### src/rtl/logic_op_pkg.sv
// Shared types for the gate-lab sequencer: operation and state encodings,
// the registered controller state, and the gate evaluator.
package logic_op_pkg;

    localparam int N_OPS = 6;

    typedef enum logic [2:0] {
        AND  = 3'd0,
        OR   = 3'd1,
        XOR  = 3'd2,
        NAND = 3'd3,
        NOR  = 3'd4,
        XNOR = 3'd5
    } op_t;

    typedef enum logic [1:0] {
        IDLE  = 2'd0,
        AUTO  = 2'd1,
        PAUSE = 2'd2
    } state_t;

    // Everything the controller sequences, kept together so it can be probed as one unit.
    typedef struct packed {
        state_t     state;
        op_t        op;
        logic [1:0] combo;
    } sched_state_t;

    function automatic logic apply_op(op_t op, logic a, logic b);
        case (op)
            AND:     apply_op = a & b;
            OR:      apply_op = a | b;
            XOR:     apply_op = a ^ b;
            NAND:    apply_op = ~(a & b);
            NOR:     apply_op = ~(a | b);
            XNOR:    apply_op = ~(a ^ b);
            default: apply_op = 1'b0;
        endcase
    endfunction

endpackage

### src/rtl/key_press_detect.sv
// One key: 2-flop synchronizer, stability counter and rising-edge pulse on the
// accepted level.
module key_press_detect #(
    parameter int unsigned debounce_cycles = 500_000
) (
    input  logic clk,
    input  logic rst,
    input  logic key,
    output logic press
);

    localparam int unsigned CW = (debounce_cycles > 1) ? $clog2(debounce_cycles) : 1;
    localparam logic [CW-1:0] CNT_LAST = CW'(debounce_cycles - 1);

    logic          sync1;
    logic          sync2;
    logic          stable_q;
    logic          stable_d;
    logic          press_q;
    logic [CW-1:0] cnt;

    always_ff @(posedge clk) begin
        if (rst) begin
            sync1    <= 1'b0;
            sync2    <= 1'b0;
            stable_q <= 1'b0;
            stable_d <= 1'b0;
            press_q  <= 1'b0;
            cnt      <= '0;
        end else begin
            sync1    <= key;
            sync2    <= sync1;
            stable_d <= stable_q;
            press_q  <= stable_q & ~stable_d;
            // Any sample equal to the accepted level restarts the run of differing samples.
            if (sync2 == stable_q) begin
                cnt <= '0;
            end else if (cnt == CNT_LAST) begin
                stable_q <= sync2;
                cnt      <= '0;
            end else begin
                cnt <= cnt + 1'b1;
            end
        end
    end

    assign press = press_q;

endmodule

### src/rtl/logic_op_scheduler.sv
// Steps the shared gate evaluator through six ops x four input combos, either on
// a timer (AUTO) or one key press at a time (PAUSE), and shows it on the LEDs.
module logic_op_scheduler
    import logic_op_pkg::*;
#(
    parameter int unsigned clk_mhz         = 50,
    parameter int unsigned w_key           = 4,
    parameter int unsigned w_led           = 8,
    parameter int unsigned step_cycles     = 25_000_000,
    parameter int unsigned debounce_cycles = 500_000
) (
    input  logic             clk,
    input  logic             rst,
    input  logic [w_key-1:0] key,
    output logic [w_led-1:0] led,
    output logic [2:0]       op,
    output logic             sweep_done
);

    localparam int unsigned TW = (step_cycles > 2) ? $clog2(step_cycles) : 1;
    localparam logic [TW-1:0] TIMER_LAST = TW'(step_cycles - 1);
    localparam op_t OP_LAST = op_t'(3'(N_OPS - 1));

    if (clk_mhz == 0 || w_key < 4 || w_led < 7 || step_cycles < 2) begin : g_param_check
        $error("logic_op_scheduler: unsupported parameter combination");
    end

    logic [w_key-1:0] press;

    for (genvar i = 0; i < int'(w_key); i++) begin : g_key
        key_press_detect #(
            .debounce_cycles(debounce_cycles)
        ) u_kpd (
            .clk  (clk),
            .rst  (rst),
            .key  (key[i]),
            .press(press[i])
        );
    end

    sched_state_t     cur;
    sched_state_t     nxt;
    logic [TW-1:0]    timer_q;
    logic [TW-1:0]    timer_d;
    logic [w_led-1:0] led_q;
    logic [w_led-1:0] led_d;
    logic             sweep_q;
    logic             sweep_d;
    logic             act_idle;
    logic             act_clear;
    logic             act_toggle;
    logic             act_single;
    logic             step;
    logic             wrap;
    logic             result;

    // State register
    always_ff @(posedge clk) begin
        if (rst) begin
            cur     <= '{state: IDLE, op: AND, combo: 2'b00};
            timer_q <= '0;
            led_q   <= '0;
            sweep_q <= 1'b0;
        end else begin
            cur     <= nxt;
            timer_q <= timer_d;
            led_q   <= led_d;
            sweep_q <= sweep_d;
        end
    end

    // Next-state: key priority 3 > 2 > 0 > 1, only one action per cycle.
    always_comb begin
        nxt        = cur;
        timer_d    = '0;
        act_idle   = press[3];
        act_clear  = ~press[3] & press[2];
        act_toggle = ~press[3] & ~press[2] & press[0];
        act_single = ~press[3] & ~press[2] & ~press[0] & press[1] & (cur.state == PAUSE);
        step       = act_single |
                     ((cur.state == AUTO) && (timer_q == TIMER_LAST) &&
                      !act_idle && !act_clear && !act_toggle);
        wrap       = 1'b0;

        if (act_idle) begin
            nxt.state = IDLE;
        end else if (act_toggle) begin
            case (cur.state)
                IDLE:    nxt.state = AUTO;
                AUTO:    nxt.state = PAUSE;
                PAUSE:   nxt.state = AUTO;
                default: nxt.state = IDLE;
            endcase
        end

        if (act_idle || act_clear || nxt.state == IDLE) begin
            nxt.op    = AND;
            nxt.combo = 2'b00;
        end else if (step) begin
            nxt.combo = cur.combo + 2'd1;
            if (cur.combo == 2'b11) begin
                if (cur.op == OP_LAST) begin
                    nxt.op = AND;
                    wrap   = 1'b1;
                end else begin
                    nxt.op = op_t'(cur.op + 3'd1);
                end
            end
        end

        // Timer restarts on AUTO entry and on every step; it only runs in AUTO.
        if (nxt.state == AUTO && cur.state == AUTO && !step && timer_q != TIMER_LAST) begin
            timer_d = timer_q + 1'b1;
        end
    end

    // Outputs are computed from the next state so a, b, result and op land together.
    always_comb begin
        result  = apply_op(nxt.op, nxt.combo[1], nxt.combo[0]);
        led_d   = '0;
        sweep_d = wrap;
        if (nxt.state != IDLE) begin
            led_d[0]   = nxt.combo[1];
            led_d[1]   = nxt.combo[0];
            led_d[2]   = result;
            led_d[3]   = (nxt.state == AUTO);
            led_d[6:4] = nxt.op;
        end
    end

    assign led        = led_q;
    assign op         = cur.op;
    assign sweep_done = sweep_q;

endmodule

### config.mk
export PLATFORM = sky130hd
export DESIGN_NAME = logic_op_scheduler
export DESIGN_NICKNAME = d
export VERILOG_FILES = /design/src/rtl/logic_op_pkg.sv /design/src/rtl/key_press_detect.sv /design/src/rtl/logic_op_scheduler.sv
export SDC_FILE = /design/constraint.sdc
export NUM_CORES = 1
export LEC_CHECK = 0
export BUFFER_PORTS_ARGS = -buffer_cell sky130_fd_sc_hd__buf_2
export CAP_MARGIN = 20
export CORE_AREA = 2 2 106 108
export DETAILED_ROUTE_END_ITERATION = 10
export DIE_AREA = 0 0 108 110
export GPL_ROUTABILITY_DRIVEN = 0
export HOLD_SLACK_MARGIN = 0.05
export PLACE_DENSITY = 0.83
export SKIP_CTS_REPAIR_TIMING = 1
export SYNTH_ARGS = -nofsm -noshare
export SYNTH_HDL_FRONTEND = slang
export SYNTH_SLANG_ARGS = --single-unit
### constraint.sdc
create_clock -name clk -period 3.15 [get_ports clk]
set_clock_uncertainty 0.2 [all_clocks]
set_input_delay 0.315 -clock clk [delete_from_list [all_inputs] [get_ports clk]]
set_output_delay 0.315 -clock clk [all_outputs]
set_load 0.05 [all_outputs]
After elaboration in Yosys (flattened, before gate mapping)
Cells that the tools add are included.
{ "totals": {"regBits": 137, "input_bits": 6, "out_inout_bits": 12, "word_cells": 128} }
{ "op_classes": {"addsub": 7, "n_eq_ne": 20, "mux": 9, "n_bitwise": 32, "reduce_logical": 29} }
{ "ops": {"columns": ["operator", "n"], "rows": [
  ["adder 19 x 1 -> 19 bit, second input constant", 4],
  ["equality test 19 bit, second input constant", 4],
  ["adder 25 x 1 -> 25 bit, second input constant", 1],
  ["equality test 25 bit, second input constant", 1],
  ["!= test 25 bit, second input constant", 1],
  ["NOT 1 bit", 18],
  ["OR reduction 3 bit", 4],
  ["bitwise AND 1 bit", 11],
  ["two-way mux 5 bit", 2],
  ["equality test 3 bit, second input constant", 3],
  ["AND reduction 2 bit", 4],
  ["logical AND 1 bit", 7],
  ["equality test 3 x 2 -> 1 bit, second input constant", 2],
  ["two-way mux 3 bit", 2],
  ["case mux 1 bit (6 select lines)", 1],
  ["OR reduction 2 bit", 3],
  ["equality test 1 bit", 4],
  ["equality test 2 x 1 -> 1 bit, second input constant", 2],
  ["equality test 2 bit, second input constant", 2],
  ["logical NOT 1 bit", 4],
  ["logical NOT 2 bit", 2],
  ["two-way mux 2 bit", 2],
  ["case mux 2 bit (2 select lines)", 1],
  ["OR reduction 4 bit", 1],
  ["9 further kinds", 11]
]} }

Depth between registers and ports, before layout
{ "depth": {"depth_word": 11, "depth_mapped": 13, "depth_no_buf": 13} }

Modules after synthesis
Synthesis repeated with hierarchy kept, for this count alone.
{ "hier_totals": {"cells_unflattened": 684, "hier_area_um2": 6090.8} }
{ "by_module_without_submodules": {"columns": ["module", "instances", "cells_per_inst", "area_per_inst_um2", "seq_area_each_um2"], "rows": [
  ["key_press_detect", 4, 111, 1019.7, 480.5],
  ["logic_op_scheduler", 1, 240, 2011.9, 800.8]
]} }

Least setup slack after synthesis
No wires, ideal clock.
{ "synth_timing": {"path_type": "register -> register", "start": "reg timer_q[17]", "end": "reg led_q[2], in the netlist led[2]", "setup_time_ns": 0.079, "t_arrival_ns": 2.698, "t_required_ns": 2.871, "path_slack_ns": 0.173, "stages_incl_launch_ff": 11, "path_buffers": 0, "synth_period_minus_slack_ns": 2.977, "path_cell_list": "dfxtp_1 > nand4bb_1 > or4b_4 > o21ai_2 > nand2_1 > xor2_1 > nand2b_1 > ha_1 > or4_1 > a21bo_1 > o211ai_1"} }
{ "synth_via": {"elab_chain_len": 11, "elab_cells_between_ends": 21, "classes_between": "eq/ne: 6; mux: 3; bitwise: 7; reduce/logical: 5"} }
{ "synth_lines": {"columns": ["element", "line", "source"], "rows": [
  ["start: declaration", "logic_op_scheduler.sv:43", "logic [TW-1:0] timer_q;"],
  ["start signal: assignment", "logic_op_scheduler.sv:66", "timer_q <= timer_d;"],
  ["equality test 25 bit *", "logic_op_scheduler.sv:81", "((cur.state == AUTO) && (timer_q == TIMER_LAST) &&"],
  ["logical AND 1 bit * (2 in series)", "logic_op_scheduler.sv:81", null],
  ["logical AND 1 bit * (2 in series)", "logic_op_scheduler.sv:82", "!act_idle && !act_clear && !act_toggle);"],
  ["OR 1 bit *", "logic_op_scheduler.sv:80", "step = act_single |"],
  ["two-way mux 5 bit *", "logic_op_scheduler.sv:99", "end else if (step) begin"],
  ["two-way mux 5 bit *", "logic_op_scheduler.sv:96", "if (act_idle || act_clear || nxt.state == IDLE) begin"],
  ["bitwise XOR 1 bit (tied with other cells)", "logic_op_pkg.sv:33, logic_op_pkg.sv:36", null],
  ["NOT 1 bit (on tied branches)", "logic_op_pkg.sv:36, logic_op_pkg.sv:34, logic_op_pkg.sv:35", null],
  ["case mux 1 bit (6 select lines) *", "logic_op_pkg.sv:30", "case (op)"],
  ["end signal: assignment", "logic_op_scheduler.sv:67", "led_q <= led_d;"],
  ["end: declaration", "logic_op_scheduler.sv:45", "logic [w_led-1:0] led_q;"]
]} }
Every way passes the cells marked *; elsewhere a longest branch is shown, timed or not.
A chain may end at the register's enable or synchronous reset.

==> key figures <==
Status
  – Outcome: finished clean

CTS
  – Root buf cell: clkbuf_8
  – Clock Sinks: 136
  – Clock Tree Buf Depth: 2
  – CTS clk-pin slew, worst paths: 0.06 ns
  – CTS tree: done
  – Num CTS Buffers: 17
  – H-tree depth: 4
  – Skew-Pair Late Insertion Delay: 0.51 ns

Floorplan
  – Core Box Area: 0.0107 mm^2
  – IO Pins: 18
  – # rows: 38
  – DIE AREA: 0.0119 mm^2
  – Starting Density: 53.7%
  – Chip width: 108 um
  – Die Y: 110 um

Yosys
  – Synth Net Count: 667
  – Sequential-to-total area share from yosys stat: 47.4%
  – Syn_area_per_cell: 8.80 um^2
  – Post-synth EDFFs: 0
  – Post-Synthesis Cells: 653
  – Post-synth ARST share: 0%
  – Synth Register Bits: 136
  – Library cells used by synthesis: 49
  – Synthesized area: 0.00574 mm^2
  – Count of warnings emitted by yosys: 0
  – Ys flop type: dfxtp_1

Route
  – WL/cell: 12.7 um
  – Number of routed nets with antenna violations: 0
  – Vias: 4441
  – Drt initial violations: 212
  – Total detailed-routing wirelength: 10.6 mm
  – First-pass DRT Iterations: 5
  – Vias per cell: 5.31
  – Post-route DRC: 0

Power
  – Power Internal: 0.00296 W
  – Pwr Density: 555 mW/mm^2
  – Leak Pwr: 2.30 nW
  – Switching Fraction: 19.8%
  – Max VDD drop: 339 uV
  – Part of the power in registers: 46.8%
  – Logic pwr share: 0.8%
  – Clk pwr share: 52.4%
  – NetSw: 0.000734 W

Worst setup path
  – CP arrival: 3.37 ns
  – Endpoint class of the critical path: flop
  – Worst reg2reg path startpoint: timer_q[23]$_SDFF_PP0_
  – Worst Setup Path Type: reg2reg
  – Cell chain of the critical path: nand4bb_1, or4b_4, o21ai_4, nand2_4, mux2i_2, nor2_2, inv_1, ha_2, or4_1, a21bo_1, o211ai_1
  – Setup crit start: timer_q[23]$_SDFF_PP0_
  – Slowest stage delay, CP: 0.58 ns
  – Critical Path RT: 3.38 ns
  – CP max stage cell: or4b_4
  – Setup crit start kind: flop
  – CP Buf/Inv Count: 1
  – Reg2Reg Depth: 11
  – Worst Setup EP: led[2]$_SDFF_PP0_
  – Critical R2R Capture: led[2]$_SDFF_PP0_
  – Crit path max fanout: 4
  – Crit path depth: 11
  – FF-to-FF setup slack: 0.01 ns
  – CP top delay family: simple AND/OR/NAND/NOR gates

Final layout
  – Most frequent cells in the layout: dfxtp_1 (136), nor2_1 (129), xor2_1 (57)
  – Multi-input gate area: 0.00291 mm^2
  – FF+latch area: 0.00272 mm^2
  – Layout cells sized above 1: 10.8%
  – P&R area growth vs syn: 16.0%
  – Nets: 698
  – Most common cell after layout, fill and taps aside: dfxtp_1
  – FILL cells: 823
  – ANT cells: 0
  – Fin cells: 837

Timing
  – Final period util: 99.5%
  – Relative slew slack: 36.4%
  – Final setup fails: 0
  – RSZ-0062 raised after global routing: yes
  – Crit path time final: 3.14 ns
  – Worst-Margin Slew: 0.945 ns
  – Slew Limit Fails: 0
  – Hold Vio Cnt, Final: 0
  – Achievable frequency: 319 MHz
  – Setup TNS: 0 ns

GRT
  – Maximum number of pins on one net before global-route repair: 30
  – Vias in the first global route: 4227
  – First-pass GRT wire length: 18.2 mm
  – GRT Total Usage: 18.9%
  – Grt ovf: 0
  – Initial antenna violation count: 0

Hold path
  – Hold WC Path Type: in2reg
  – WHS Path Cells: 2

Place
  – Placed instance count: 798
  – PortBufs: 16
  – Dpl hpwl: 6.79 mm

Flow run
  – Max-Cap Viols: 0
[kinds of logic (layout without fill, tap and decap cells)]
kind of cell / after synthesis / count (layout) / synth area share (%)
and+or+nand+nor: 345 / 345 / 29.5
buffers and inverters: 35 / 79 / 2.57
DFF: 136 / 136 / 47.4
other: 1 / 1 / 0.0653
AOI/OAI and AO/OA: 27 / 27 / 3.11
xor gates and xnor gates: 94 / 94 / 14.3
adders and majority gates: 8 / 8 / 1.74
muxes: 7 / 7 / 1.26
[cell type report]
class	instances	share of cell area (%)
multi-input combinational	482	43.6
sequential	136	40.9
clock buffer	21	6.59
timing repair buffer	33	3.27
tap	140	2.63
clock inverter	11	2.24
inverter	14	0.789
[state kept, by name, indices dropped and copies added, names as in the netlist]
name,count
g_key.u_kpd.cnt,76
cur,4
op,3
g_key.u_kpd.sync1,4
g_key.u_kpd.stable_d,4
sweep_done,1
timer_q,25
g_key.u_kpd.sync2,4
led,7
g_key.u_kpd.press,4
g_key.u_kpd.stable_q,4
[how the worst min path moves through the flow]
stage	to	from	slack (ns)
after floorplan	g_key[0].u_kpd.press$_SDFF_PP0_	g_key[0].u_kpd.stable_d$_SDFF_PP0_	0.17
after global placement	g_key[3].u_kpd.press$_SDFF_PP0_	g_key[3].u_kpd.stable_d$_SDFF_PP0_	0.17
after detailed placement	g_key[0].u_kpd.press$_SDFF_PP0_	g_key[0].u_kpd.stable_d$_SDFF_PP0_	0.18
after CTS	g_key[3].u_kpd.sync1$_SDFF_PP0_	key[3]	-0.21
after global routing	g_key[1].u_kpd.sync2$_SDFF_PP0_	rst	0.1
final	g_key[2].u_kpd.stable_q$_SDFFE_PP0P_	rst	0.08
[power groups by stage]
stage	combinational, W	sequential, W	clock (W)
after floorplan	0.0000218	0.00177	0
after global placement	0.0000255	0.00177	0
after detailed placement	0.0000262	0.00177	0
after CTS	0.0000265	0.00173	0.00197
after global routing	0.0000336	0.00173	0.00203
final	0.0000299	0.00173	0.00194
[synth_stat cells (all sizes together) (2+ instances only)]
library cell,n,share of area [%]
o31ai,2,0.26
or3,10,1.1
nand2b,5,0.54
o211ai,2,0.26
nand4,12,1.3
ha,8,1.7
xnor2,37,5.6
xor2,57,8.7
nand3,38,3.3
or4,5,0.72
clkbuf,15,0.98
nor2,130,8.5
nor4b,2,0.31
dfxtp,136,47
mux2,2,0.39
and2,5,0.54
nand4b,2,0.31
mux2i,5,0.87
or4b,4,0.76
inv,14,0.91
a21oi,11,1.0
nand2,51,3.3
buf,6,0.68
and3,26,2.9
nor4,13,1.4
nand3b,2,0.26
nor3,16,1.4
o21ai,7,0.68
nor2b,19,2.1
[per-layer routing]
layer / share of wire, % / wire [um] / vias to the layer above / GRT usage (%)
li1: - / - / 2241 / -
met1: 45 / 4770 / 2084 / 22.9
met2: 50 / 5320 / 97 / 33.0
met3: 3.7 / 398 / 19 / 4.06
met4: 1.4 / 144 / 0 / 7.14
met5: 0 / 0 / - / 0
[through the flow]
step	util (%)	hold slack [ns]	power, W	setup slack [ns]	cell area [um^2]
5_1_grt	62.3	0.0969	0.00380	-0.0878	6660
4_1_cts	61.4	-0.208	0.00372	-0.0990	6570
3_5_place_dp	55.9	0.176	0.00179	-0.0191	5980
6_report	62.3	0.0763	0.00370	0.0142	6660
3_3_place_gp	55.9	0.173	0.00179	0.0888	5980
2_1_floorplan	-	0.167	0.00179	0.173	5740
No activity file was read; power rests on OpenSTA's default activity.
